===== src/rtl/matrix_uart_sequencer.sv =====
// Sequences UART RX bytes into a matrix buffer, starts the accelerator once a
// full frame is loaded, and latches the accelerator result onto the GPIO pads.
module matrix_uart_sequencer #(
    parameter int N_ELEM   = 4,
    parameter int IDLE_TMO = 1024,
    parameter int ACC_TMO  = 4096
) (
    input  logic                      sys_clk_i,
    input  logic                      rst_n,
    input  logic                      rx_valid_i,
    input  logic [7:0]                rx_data_i,
    input  logic                      rx_err_i,
    output logic                      mat_we_o,
    output logic [$clog2(N_ELEM)-1:0] mat_addr_o,
    output logic [7:0]                mat_wdata_o,
    output logic                      acc_start_o,
    input  logic                      acc_done_i,
    input  logic [31:0]               acc_result_i,
    output logic [31:0]               gpio_o,
    output logic                      gpio_oe_o,
    output logic                      busy_o,
    output logic                      err_o,
    output logic [7:0]                drop_cnt_o,
    output logic [1:0]                dbg_state_o
);
    localparam int AW    = $clog2(N_ELEM);
    localparam int TMAX  = (ACC_TMO > IDLE_TMO) ? ACC_TMO : IDLE_TMO;
    localparam int TW    = $clog2(TMAX) + 1;
    localparam logic [AW-1:0] LAST      = AW'(N_ELEM - 1);
    localparam logic [TW-1:0] IDLE_LAST = TW'(IDLE_TMO - 1);
    localparam logic [TW-1:0] ACC_LAST  = TW'(ACC_TMO - 1);

    typedef enum logic [1:0] {
        S_IDLE  = 2'd0,
        S_LOAD  = 2'd1,
        S_START = 2'd2,
        S_WAIT  = 2'd3
    } state_t;

    state_t        state;
    logic [AW-1:0] count;
    logic [TW-1:0] timer;
    logic          rx_ok;
    logic          rx_bad;

    assign rx_ok       = rx_valid_i & ~rx_err_i;
    assign rx_bad      = rx_valid_i & rx_err_i;
    assign dbg_state_o = state;

    always_ff @(posedge sys_clk_i or negedge rst_n) begin
        if (!rst_n) begin
            state       <= S_IDLE;
            count       <= '0;
            timer       <= '0;
            mat_we_o    <= 1'b0;
            mat_addr_o  <= '0;
            mat_wdata_o <= '0;
            acc_start_o <= 1'b0;
            gpio_o      <= '0;
            gpio_oe_o   <= 1'b0;
            busy_o      <= 1'b0;
            err_o       <= 1'b0;
            drop_cnt_o  <= '0;
        end else begin
            mat_we_o    <= 1'b0;
            acc_start_o <= 1'b0;
            case (state)
                S_IDLE: begin
                    if (rx_ok) begin
                        mat_we_o    <= 1'b1;
                        mat_addr_o  <= '0;
                        mat_wdata_o <= rx_data_i;
                        count       <= AW'(1);
                        timer       <= '0;
                        err_o       <= 1'b0;
                        state       <= S_LOAD;
                        busy_o      <= 1'b1;
                    end
                end
                S_LOAD: begin
                    if (rx_ok) begin
                        mat_we_o    <= 1'b1;
                        mat_wdata_o <= rx_data_i;
                        timer       <= '0;
                        if (timer == IDLE_LAST) begin
                            // Byte lands on the expiry cycle: frame is lost, byte restarts it.
                            mat_addr_o <= '0;
                            count      <= AW'(1);
                            err_o      <= 1'b1;
                        end else begin
                            mat_addr_o <= count;
                            count      <= count + AW'(1);
                            if (count == LAST) begin
                                state <= S_START;
                            end
                        end
                    end else if (timer == IDLE_LAST) begin
                        err_o  <= 1'b1;
                        count  <= '0;
                        timer  <= '0;
                        state  <= S_IDLE;
                        busy_o <= 1'b0;
                    end else begin
                        timer <= timer + TW'(1);
                    end
                end
                S_START: begin
                    acc_start_o <= 1'b1;
                    timer       <= '0;
                    state       <= S_WAIT;
                end
                S_WAIT: begin
                    if (acc_done_i) begin
                        gpio_o    <= acc_result_i;
                        gpio_oe_o <= 1'b1;
                        timer     <= '0;
                        state     <= S_IDLE;
                        busy_o    <= 1'b0;
                    end else if (timer == ACC_LAST) begin
                        err_o  <= 1'b1;
                        timer  <= '0;
                        state  <= S_IDLE;
                        busy_o <= 1'b0;
                    end else begin
                        timer <= timer + TW'(1);
                    end
                end
                default: state <= S_IDLE;
            endcase
            if (rx_valid_i && (state == S_START || state == S_WAIT) && drop_cnt_o != 8'hFF) begin
                drop_cnt_o <= drop_cnt_o + 8'd1;
            end
            // A framing error always wins over the clear on frame start.
            if (rx_bad) begin
                err_o <= 1'b1;
            end
        end
    end
endmodule


===== config.mk =====
export PLATFORM = sky130hd
export DESIGN_NAME = matrix_uart_sequencer
export DESIGN_NICKNAME = d
export VERILOG_FILES = /design/src/rtl/matrix_uart_sequencer.sv
export SDC_FILE = /design/constraint.sdc
export NUM_CORES = 1
export LEC_CHECK = 0
export ABC_AREA = 1
export BUFFER_PORTS_ARGS = -buffer_cell sky130_fd_sc_hd__buf_2
export CAP_MARGIN = 15
export CORE_MARGIN = 1
export CORE_UTILIZATION = 54
export CTS_CLUSTER_DIAMETER = 30
export CTS_CLUSTER_SIZE = 40
export DETAILED_ROUTE_END_ITERATION = 6
export GPL_TIMING_DRIVEN = 0
export MAX_ROUTING_LAYER = met4
export PLACE_DENSITY = 0.84
export SLEW_MARGIN = 5
export SYNTH_ARGS = -nofsm -noshare
export SYNTH_HDL_FRONTEND = slang
export SYNTH_SLANG_ARGS = --single-unit

===== constraint.sdc =====
create_clock -name sys_clk_i -period 3.2 [get_ports sys_clk_i]
set_input_delay 0.16 -clock sys_clk_i [delete_from_list [all_inputs] [get_ports sys_clk_i]]
set_output_delay 0.16 -clock sys_clk_i [all_outputs]
set_load 0.05 [all_outputs]

# Word level (Yosys, flattened, before mapping)
# Index checks and enable logic that the tools add are counted.
# word_totals
regBits	72
latch_bits	0
ram_bits	0
romBits	0
input_bits	45
word_cells	88
n_memories	0
# classes
add_sub_neg	3
mul	0
n_div	0
magnitude_cmp	0
eq_ne	19
shift	0
mux	36
bitwise	3
reduce_logical	15
# op_table
operator	count
two-way mux 13 bit	5
case mux 13 bit (4 select lines)	1
two-way mux 2 bit	12
!= test 3 bit, second input constant	8
AND reduction 5 bit	3
adder 13 x 1 -> 13 bit, second input constant	1
equality test 13 x 10 -> 1 bit, second input constant	1
equality test 13 x 12 -> 1 bit, second input constant	1
two-way mux 1 bit	13
adder 8 x 1 -> 8 bit, second input constant	1
!= test 2 bit, second input constant	4
!= test 8 bit, second input constant	1
case mux 2 bit (2 select lines)	2
case mux 2 bit (4 select lines)	1
equality test 2 bit, second input constant	3
case mux 1 bit (3 select lines)	2
AND reduction 2 bit	3
nonzero test 4 bit	1
AND reduction 3 bit	1
nonzero test 3 bit	1
adder 2 x 1 -> 2 bit, second input constant	1
AND 1 bit	2
equality test 2 x 1 -> 1 bit, second input constant	1
logical AND 1 bit	2
5 further kinds	5

# Logic depth before layout (Yosys ltp)
# Gate-level depths: netlist of run 1.
# logic_depth
depth_word	5
mapped_depth	11
depth_no_buf	11

# Least setup slack after synthesis of run 1
# Ideal clock, no wire load.
# synth_path
path_kind	register -> register
start	reg drop_cnt_o[0]
end	reg drop_cnt_o[5]
setup_time_ns	0.145
arrival_ns	1.647
required_ns	3.055
path_slack_ns	1.408
stages_incl_launch_ff	8
path_buffers	0
synth_period_minus_slack_ns	1.792
cell_sequence	dfrtp_1 ha_1 nand3_1 nor3_1 a21oi_2 nand2_2 nor2_1 xor2_1
# synth_via
elab_chain_cells	2
# synth_rtl
element	line_no	text
from (decl)	23	output logic [7:0] drop_cnt_o,
from (signal assigned)	131	drop_cnt_o <= drop_cnt_o + 8'd1;
branches (longest 2 deep; another with adder 8 x 1 -> 8 bit)	n/a	
# Parallel ways; which one is timed is not known.
# A chain may end at the register's enable or synchronous reset.

# Worst setup path after layout of run 1
# Ends and elaborated chain as after synthesis.

==> results.md, run 1 <==
* VDD IR max at 0.0009811 V
* Final instance area at approximately 4100 um^2
* Post_cts resized at 0
* Die Span Y at roughly 80 um
* Ys Warns at 0
* Fin Setup TNS at 0 ps
* DRC viols at 0
* Final Max Slew Viols at 0
* Outcome: finished, final reports clean
* Post-DP Area at about 3800 um^2
* # nets final at around 470
* Post-Synth Simple-Gate Area at roughly 21%
* Pwr Density at about 1100 nW/um^2
* IO Pins at about 100
* Fmax at approximately 0.6 GHz
* Vias in the first global route at 2624
* Period Utilization, post-route at a little over half
* Share of the synthesized area in the top cell type at a little under three fifths
* Sink Count at about 70
* Routed wire length at around 7 mm
* Wl on met1 at around 2.7 mm
* Pre-Repair DR Iteration Count at 4
* Die W at 79.02 um
* Mapped cell area at about 3200 um^2
* H-tree depth at 3
* Post-synth top cells: 74 x nand2_1, 72 x dfrtp_1, 32 x mux2_2
* Largest net degree at the start of global routing at between 60 and 70
* Critical Path RT at approximately 3500 ps
* Share of cells above drive strength 1 at ~44%
* Worst hold path type: in2reg
* Adder-Cell Fraction of Synth Area at ~1.2%
* RSZ-0062 raised after global routing: false
* Routability congestion estimate at approximately 0.80
* Routed wire per std cell at roughly 14 um
* Antenna Cells at 0
* DP Cell Count at around 480
* DRT antenna net count at 0
* Layout area overhead at 26.60%
* Slew @ Worst Pin at between 300 and 400 ps
* Largest family of logic cells by synthesized area: simple AND/OR/NAND/NOR gates
* Synth area leaders: dfrtp_1 56%, mux2_2 11%, nand2_1 8.7%
* Max Cap Viol at 0
* Startpoint Class: flop
* Leading area contributor after synthesis: dfrtp_1
* Most instantiated library cell after synthesis: nand2_1
* Worst rel slew slack at 73.48%
* Async SR Flop Fraction at 100.0%
* Compound-Gate Fraction of Synth Area at under 10%
* FP Rows at 27
* Via density at between 5 and 6
* Cell count after synthesis at around 310
* Hold WS at roughly 13 ps
* Main synth FF type: dfrtp_1
* Placed wire-length estimate at ~5.1 mm
* Gr ovfl total at 0
* Core box area at about 5600 um^2
* Clk buf depth at 2
* Met2 WL post-DR at roughly 3.8 mm
* TritonCTS clock tree: done
* IO Port Bufs at between 100 and 150
* Final hold vios at 0
* Mapped Avg Cell Area at 10.50 um^2
* Met3 WL at approximately 370 um
* Cts bufs inserted at 9
* Worst EP arrival at approximately 1900 ps
* Total number of vias at around 2500
* Setup-failing EPs final at 0
* Synth Area in XOR/XNOR at approximately 3.6%
* Clock skew at between 4 and 5 ps
* GRT Total Usage at about a quarter
* Leak Pwr at 2.183 nW
* Syn_nets at about 350
* Utilization after layout at about 72%
* Category of the most critical setup path: reg2reg
* Hold-fix buffer count after cts at 1
* CP Capture Type: flop
* Buffer count from post-CTS setup fixing at 0
* Worst-path clk slew at 70 ps
* Final worst path period need at 1669 ps
* Number of antenna violations at the first check in global routing at 0
* CTS root buf: clkbuf_8
* Initial core utilization at between 50% and 60%
* Skew-Pair Late Insertion Delay at 340 ps
* Post-synthesis cell type count at 32
* EDFF count, synth at 0
* Iter 0 DRT Violations at 167
* Global-route wire length before repair at about 12 mm
* Die area at ~6200 um^2
* DR top layer: met4
* Sequential area share after synthesis at 56.25%
* Final non-filler cell total at 496
* FF+latch count, synth at slightly above 70
* Crit-path max FO at 8
* Multiplexer area fraction after synthesis at around 11%
## cell type report
class	instances	area [um^2]
sequential	72	1802
multi-input combinational	198	1259
inverter	29	112.6
clock inverter	4	51.30
fill	441	1553
buffer	6	30.03
clock buffer	12	165.2
tap	72	90.09
timing repair buffer	103	545.5
## kinds of logic after synthesis
kind of cell	Yosys count
AOI/OAI and AO/OA	15
buffers and inverters	35
adders and majority gates	3
xor gates and xnor gates	13
DFF	72
and+or+nand+nor	135
muxes	32
## power by group
part	total [mW]	switching [mW]	internal (mW)
Sequential	1.45	0.206	1.25
Combinational	2.29	1.69	0.608
Clock	0.755	0.331	0.424
Total	4.50	2.22	2.28
## stage by stage
step / setup WS (ps) / power, mW
after floorplan: 1408 / 3.199
after global placement: 1603 / 3.666
after detailed placement: 1561 / 3.758
after CTS: 1530 / 4.528
after global routing: 1315 / 4.727
final: 1531 / 4.500
## cells in the final DEF, fill, tap and decap left out, types with 2 or more instances in the layout
cell type  count
a21oi_1        4
a31oi_1        2
buf_2        105
clkbuf_8      12
clkinv_2       2
dfrtp_1       72
ha_1           3
inv_1         21
inv_2          6
mux2_2        32
nand2_1       74
nand2_2        5
nand2_4        2
nand3_1       13
nand3_2        5
nand4_1        3
nor2_1        20
nor2_4         2
nor3_1         4
nor3_2         2
o21ai_0        6
xnor2_1        7
xor2_1         6
## metal layers
metal	global-route usage, %	vias up
li1	-	1214
met1	27.43	1212
met2	43.53	78
met3	7.241	13
met4	8.364	0
met5	-	-
## registers in the layout, indices dropped and copies added (netlist names), named ones only
| signal | flops |
|---|---|
| mat_wdata_o | 8 |
| busy_o | 1 |
| drop_cnt_o | 8 |
| mat_addr_o | 2 |
| timer | 13 |
| gpio_oe_o | 1 |
| mat_we_o | 1 |
| count | 2 |
| dbg_state_o | 1 |
| gpio_o | 32 |
| acc_start_o | 1 |
| err_o | 1 |
## final timing paths
| check | start | endpoint | slack (ps) | depth (start not counted) |
|---|---|---|---|---|
| min in group asynchronous | rst_n | drop_cnt_o[3] | 150 | 2 |
| hold / removal | rx_data_i[6] | mat_wdata_o[6] | 10 | 3 |
| hold reg to reg | gpio_oe_o | gpio_oe_o | 480 | 2 |
| setup / recovery | drop_cnt_o[0] | drop_cnt_o[5] | 1530 | 7 |
| max in group asynchronous | rst_n | timer[4] | 2520 | 3 |
| setup reg to reg | drop_cnt_o[0] | drop_cnt_o[5] | 1530 | 7 |
## critical path, stage by stage (launching register included)
cell	delay, ps
dfrtp_1	420
ha_1	240
nand3_1	80
nor3_1	70
a21oi_2	360
nand2_2	130
nor2_1	130
xor2_1	160
No activity file was read; power rests on OpenSTA's default activity.
==> run 2: changes to the inputs <==
Settings changed: ABC_AREA 1 to 0, CORE_UTILIZATION 54 to 50, PLACE_DENSITY 0.84 to 0.79.
Clock period 3.2 ns to 1.6 ns, I/O delays scaled along.
==> run 2 against run 1 <==
  * The flow now finishes with violations (negative setup slack)
  * Via count increased by 14%
  * Fmax decreased by 4.3%
  * Area after synthesis decreased by 1.7%
  * Sequential share of layout area decreased by 5.8 points
  * Sequential power increased by 100%
  * Critical path type unchanged
==> results.md, run 2 <==
* Utilization after layout at 78.24%
* Routability congestion estimate at ~0.89
* Crit-path max FO at 5
* Most instantiated library cell after synthesis: dfrtp_1
* Antenna Cells at 0
* Number of antenna violations at the first check in global routing at 0
* Die W at slightly above 80 um
* Share of cells above drive strength 1 at between 40 and 50%
* Gr ovfl total at 0
* Worst rel slew slack at 57.42%
* Most used cell, CP: a31oi_1
* Total number of vias at 2864
* Critical Path RT at 1820 ps
* Worst EP arrival at 1970 ps
* Sink Count at between 70 and 80
* Main synth FF type: dfrtp_1
* EDFF count, synth at 0
* CTS root buf: clkbuf_8
* Final Max Slew Viols at 0
* Crit-path leading delay family: compound AO/OA/AOI/OAI gates
* Iter 0 DRT Violations at roughly 140
* Placed wire-length estimate at 4.988 mm
* Final WS setup at -143.4 ps
* Final worst path period need at about 1700 ps
* Cell Chain, Critical Path: ha_2, and3_4, nand2_4, a221o_1, buf_6, a31oi_1, a31oi_1
* CP Capture Type: flop
* Pwr Density at slightly below 2000 nW/um^2
* # nets final at between 400 and 500
* Leak Pwr at approximately 2.2 nW
* Failing checks: negative setup slack
* TritonCTS clock tree: done
* Fmax at between 0.5 and 0.6 GHz
* Via density at ~5.6
* Max FFs per register at 32
* Routed wire length at around 9 mm
* Worst Path Buf+Inv at 1
* Clk buf depth at 2
* VDD IR max at ~0.0017 V
* Commonest cells after routing, fill and taps aside: 101 x buf_2, 65 x dfrtp_1, 41 x mux2_2, 40 x dlygate4sd3_1, 23 x nand2_1
* Hold WS at slightly above 4 ps
* Initial core utilization at between 50% and 60%
* Pre-Repair DR Iteration Count at 4
* Cts bufs inserted at 9
* Sequential area share after synthesis at between 50% and 60%
* Post-synth top cells: 72 x dfrtp_1, 41 x mux2_2, 25 x nand2_1
* Die area at 6620 um^2
* R2r setup slk at -140 ps
* Ys Warns at 0
* Global-route wire length before repair at roughly 13 mm
* Final instance area at around 4700 um^2
* FF+latch count, synth at 72
* Leading area contributor after synthesis: dfrtp_1
* FP Rows at 28
* Post-DP Area at around 3800 um^2
* Share of the synthesized area in the top cell type at about 57%
* Commonest non-fill, non-tap cell in the layout: buf_2
* Die Span Y at 81.37 um
* Startpoint Class: flop
* Syn_nets at about 310
* Max Cap Viol at 0
* Post-synthesis cell type count at 40
* Worst hold path type: in2reg
* Outcome: finished, violations left
* Maximum cell stage delay along the critical path at 390 ps
* Period Utilization, post-route at 109.0%
* Layout area overhead at 48.83%
* DRC viols at 0
* Mapped cell area at between 3000 and 4000 um^2
* Worst-path clk slew at roughly 80 ps
* Biggest regs: gpio_o: 32 flops, timer: 13 flops
* Vias in the first global route at ~2700
* H-tree depth at 3
* Skew-Pair Late Insertion Delay at 350 ps
* Slew @ Worst Pin at 635.2 ps
* Cell count after synthesis at ~260
* GRT Total Usage at ~28%
* Synth area leaders: dfrtp_1 57%, mux2_2 15%, nand2_1 3.0%
* DRT antenna net count at 0
* Slowest CP cell: dfrtp_1
* IO Port Bufs at 101
* Final hold vios at 0
* Mapped Avg Cell Area at approximately 12 um^2
* Top reg by flops: gpio_o
* Routed wire per std cell at between 15 and 20 um
* Setup-failing EPs final at 18
* Core box area at approximately 6000 um^2
* Clock skew at roughly 17 ps
* Largest net degree at the start of global routing at approximately 50
* Category of the most critical setup path: reg2reg
* RSZ-0062 raised after global routing: true
* Async SR Flop Fraction at 100.0%
* IO Pins at 102
run 2: changes by cell type after synthesis, moves of 6 or more:
cell     delta
inv_2       -6
nor2_1     -11
nand2_1    -49
inv_1      -17
o21ai_0     +8
mux2_2      +9
run 2: where the power goes:
part | internal (mW) | switching (mW) | leakage (nW) | total, mW
Sequential | 2.50 | 0.473 | 0.889 | 2.97
Combinational | 1.41 | 3.26 | 1.26 | 4.67
Clock | 0.755 | 0.699 | 0.102 | 1.45
run 2: what timing repair did:
| item | CTS | global route |
|---|---|---|
| gates cloned | 1 | 0 |
| hold buffers | 40 | 0 |
| pin swaps | 9 | 9 |
| gates resized for setup | 3 | 30 |
| endpoints found under the hold margin | 76 | 0 |
| endpoints found under the setup margin | 51 | 52 |
| setup buffers | 11 | 8 |
run 2: layout make-up:
type                            count  area, um^2
Timing Repair Buffer              162        1091
Tap cell                           75       93.84
Clock inverter                      5       57.56
Fill cell                         342        1304
Sequential cell                    72        1810
Clock buffer                       10       137.6
Multi-Input combinational cell    175        1416
Buffer                             10       65.06
Inverter                            4       15.01
run 2: layer usage:
layer,up-vias,track usage (%),wire (um)
met5,-,-,0
met4,0,13.39,332
met3,39,5.506,488
met2,124,48.58,4838
met1,1409,29.78,3354
li1,1292,-,-
run 2: per-stage QoR:
stage	setup TNS, ps	setup WS (ps)	power, mW	std cells
4_1_cts	-1681	-77.01	8.755	505
6_report	-1494	-143.4	9.092	513
3_5_place_dp	-2765	-182.5	7.148	438
3_3_place_gp	-2316	-159.3	7.020	437
2_1_floorplan	-372.9	-175.7	6.111	261
5_1_grt	-2452	-188.7	9.480	513
run 2: worst paths after layout:
kind	endpoint	cells after the start	from
worst max-delay path	timer[11]	7	timer[0]
worst min-delay path	mat_wdata_o[7]	2	rx_data_i[7]
worst max register to register	timer[11]	7	timer[0]
worst min register to register	gpio_oe_o	1	gpio_oe_o
max in group asynchronous	drop_cnt_o[0]	3	rst_n
min in group asynchronous	timer[8]	2	rst_n
run 2: cell families (layout without fill, tap and decap cells):
| kind of cell | Yosys count | count (layout) | share of synthesized area [%] |
|---|---|---|---|
| xor+xnor | 12 | 12 | 3.337 |
| buf+inv | 14 | 191 | 2.105 |
| compound gates | 36 | 36 | 7.429 |
| mux | 41 | 41 | 14.66 |
| fa+ha+maj | 3 | 3 | 1.192 |
| simple gates | 83 | 83 | 14.06 |
| flops | 72 | 72 | 57.21 |
==> run 3: changes to the inputs <==
Settings changed: CAP_MARGIN 15 to 25, CORE_ASPECT_RATIO set to 2.
==> run 3 against run 2 <==
  * Critical path depth is the same
  * Hold slack better by 15 ps
  * Largest power group unchanged
  * Cell count increased by 2.3%
  * Core utilization is 0.96 points higher
  * The run still ends with negative setup slack left
  * Fmax up 3.0%
  * Clock-buffer cell count grew 2
  * Setup slack better by 51 ps
  * Critical endpoint unchanged
  * Design area is 2.3% higher
  * Combinational power increased by 2%
  * Sequential power is essentially flat
  * Wire length shrank 3.8%
==> results.md, run 3 (same netlist as run 2, synthesis figures left out) <==
* Fillcell total at around 330
* Slew @ Worst Pin at around 550 ps
* Category of the most critical setup path: reg2reg
* Pwr Total at around 9.5 mW
* DRC viols at 0
* Critical Path RT at ~1800 ps
* Share of cells above drive strength 1 at 50.11%
* Routed wire per std cell at 16.52 um
* Final non-filler cell total at roughly 530
* TritonCTS clock tree: done
* Top reg by flops: gpio_o
* DRT antenna net count at 0
* Routability congestion estimate at around 0.93
* Clk buf depth at 2
* Utilization after layout at roughly four fifths
* Met2 Use GR at a little under 50%
* Via density at roughly 5.3
* Crit-path max FO at 5
* CTS root buf: clkbuf_16
* Fin Setup TNS at -475.9 ps
* Worst hold path type: in2reg
* Initial core utilization at 52.00%
* Iter 0 DRT Violations at ~120
* Register area at approximately 1800 um^2
* Commonest non-fill, non-tap cell in the layout: buf_2
* Skew-Pair Late Insertion Delay at 320 ps
* Leak Pwr at 2.295 nW
* Layout area overhead at 52.28%
* Worst rel slew slack at 63.29%
* Core box area at around 6100 um^2
* Placed wire-length estimate at between 5 and 6 mm
* Routed wire length at 8.674 mm
* Failing checks: negative setup slack
* Die Span Y at between 100 and 150 um
* Biggest regs: gpio_o: 32 flops, timer: 13 flops
* Worst-path clk slew at roughly 50 ps
* CP Capture Type: flop
* Max Cap Viol at 0
* Final WS setup at -92.44 ps
* Antenna Cells at 0
* Total number of vias at between 2000 and 3000
* FP Rows at 40
* Max FFs per register at 32
* IO Port Bufs at 101
* Startpoint Class: flop
* VDD IR max at 0.0007738 V
* Die area at 6639 um^2
* Global-route wire length before repair at 13.48 mm
* Worst EP arrival at roughly 1900 ps
* Most Crowded Layer GR: met2
* Met3 usage at 5.763%
* H-tree depth at 3
* Number of antenna violations at the first check in global routing at 0
* Period Utilization, post-route at 105.8%
* GRT Total Usage at between 20% and 30%
* Hold WS at ~19 ps
* Final hold vios at 0
* Met1 usage at approximately 28%
* Cts bufs inserted at 9
* Multi-input gate area at about 1400 um^2
* Die W at between 50 and 60 um
* Final Max Slew Viols at 0
* Gr ovfl total at 0
* Outcome: finished, violations left
* # nets final at 484
* Fmax at ~0.59 GHz
* Vias in the first global route at 2880
* Setup-failing EPs final at 14
* Final worst path period need at roughly 1700 ps
* DP Cell Count at roughly 450
* IO Pins at between 100 and 150
* Sink Count at 72
* Pwr Density at between 1500 and 2000 nW/um^2
* RSZ-0062 raised after global routing: true
* Pre-Repair DR Iteration Count at 4
* Clock skew at about 5.2 ps
* Largest net degree at the start of global routing at 53
* Commonest cells after routing, fill and taps aside: 101 x buf_2, 64 x dfrtp_1, 41 x mux2_2, 39 x dlygate4sd3_1, 26 x buf_4
run 3: path summary, 6_finish.rpt:
| kind | slack, ps | end | startpoint | depth (start not counted) |
|---|---|---|---|---|
| worst max-delay path | -90 | timer[11] | timer[1] | 7 |
| worst min-delay path | 20 | gpio_o[15] | acc_result_i[15] | 2 |
| worst max register to register | -90 | timer[11] | timer[1] | 7 |
| worst min register to register | 460 | gpio_oe_o | gpio_oe_o | 1 |
| max in group asynchronous | 860 | timer[3] | rst_n | 3 |
| min in group asynchronous | 190 | mat_wdata_o[7] | rst_n | 2 |
run 3: through the flow:
stage / worst slack [ps] / cell area (um^2)
5_1_grt: -178.9 / 4796
6_report: -92.44 / 4796
4_1_cts: -76.63 / 4622
2_1_floorplan: -175.7 / 3214
3_3_place_gp: -148.1 / 3825
3_5_place_dp: -178.2 / 3855
run 3: critical path: stages, from the launching register on:
cell and delay (ps):
dfrtp_1 390, ha_4 160, and3_4 210, nand2_4 50
a221o_1 360, buf_6 160, a31oi_2 170, a31oi_1 60
run 3: report_power, final:
part	internal, mW	total [mW]	switching [mW]
sequential	2.51	3.00	0.490
combinational	1.49	4.75	3.26
clock	1.04	1.72	0.683
total	5.04	9.47	4.43
run 3: per-layer routing:
layer	up-vias	part of all wire, %
li1	1289	-
met4	0	4.7
met1	1338	34
met3	37	4.8
met2	117	57
met5	-	0
run 3: repair_timing:
item	in CTS	in global routing
setup buffers	9	14
setup endpoints to repair	48	55
hold buffers	39	0
endpoints found under the hold margin	110	0
resized for setup	9	25
pin swaps	6	8
gates cloned	1	0
run 3: area by class of cell:
cell class	count	share of cell area [%]
clock buffers	12	4.931
clock inverters	4	0.4696
multi-input cells	175	29.79
inverters	4	0.3131
well taps	84	2.191
flip-flops and latches	72	37.78
plain buffers	9	1.226
repair buffers	165	23.30
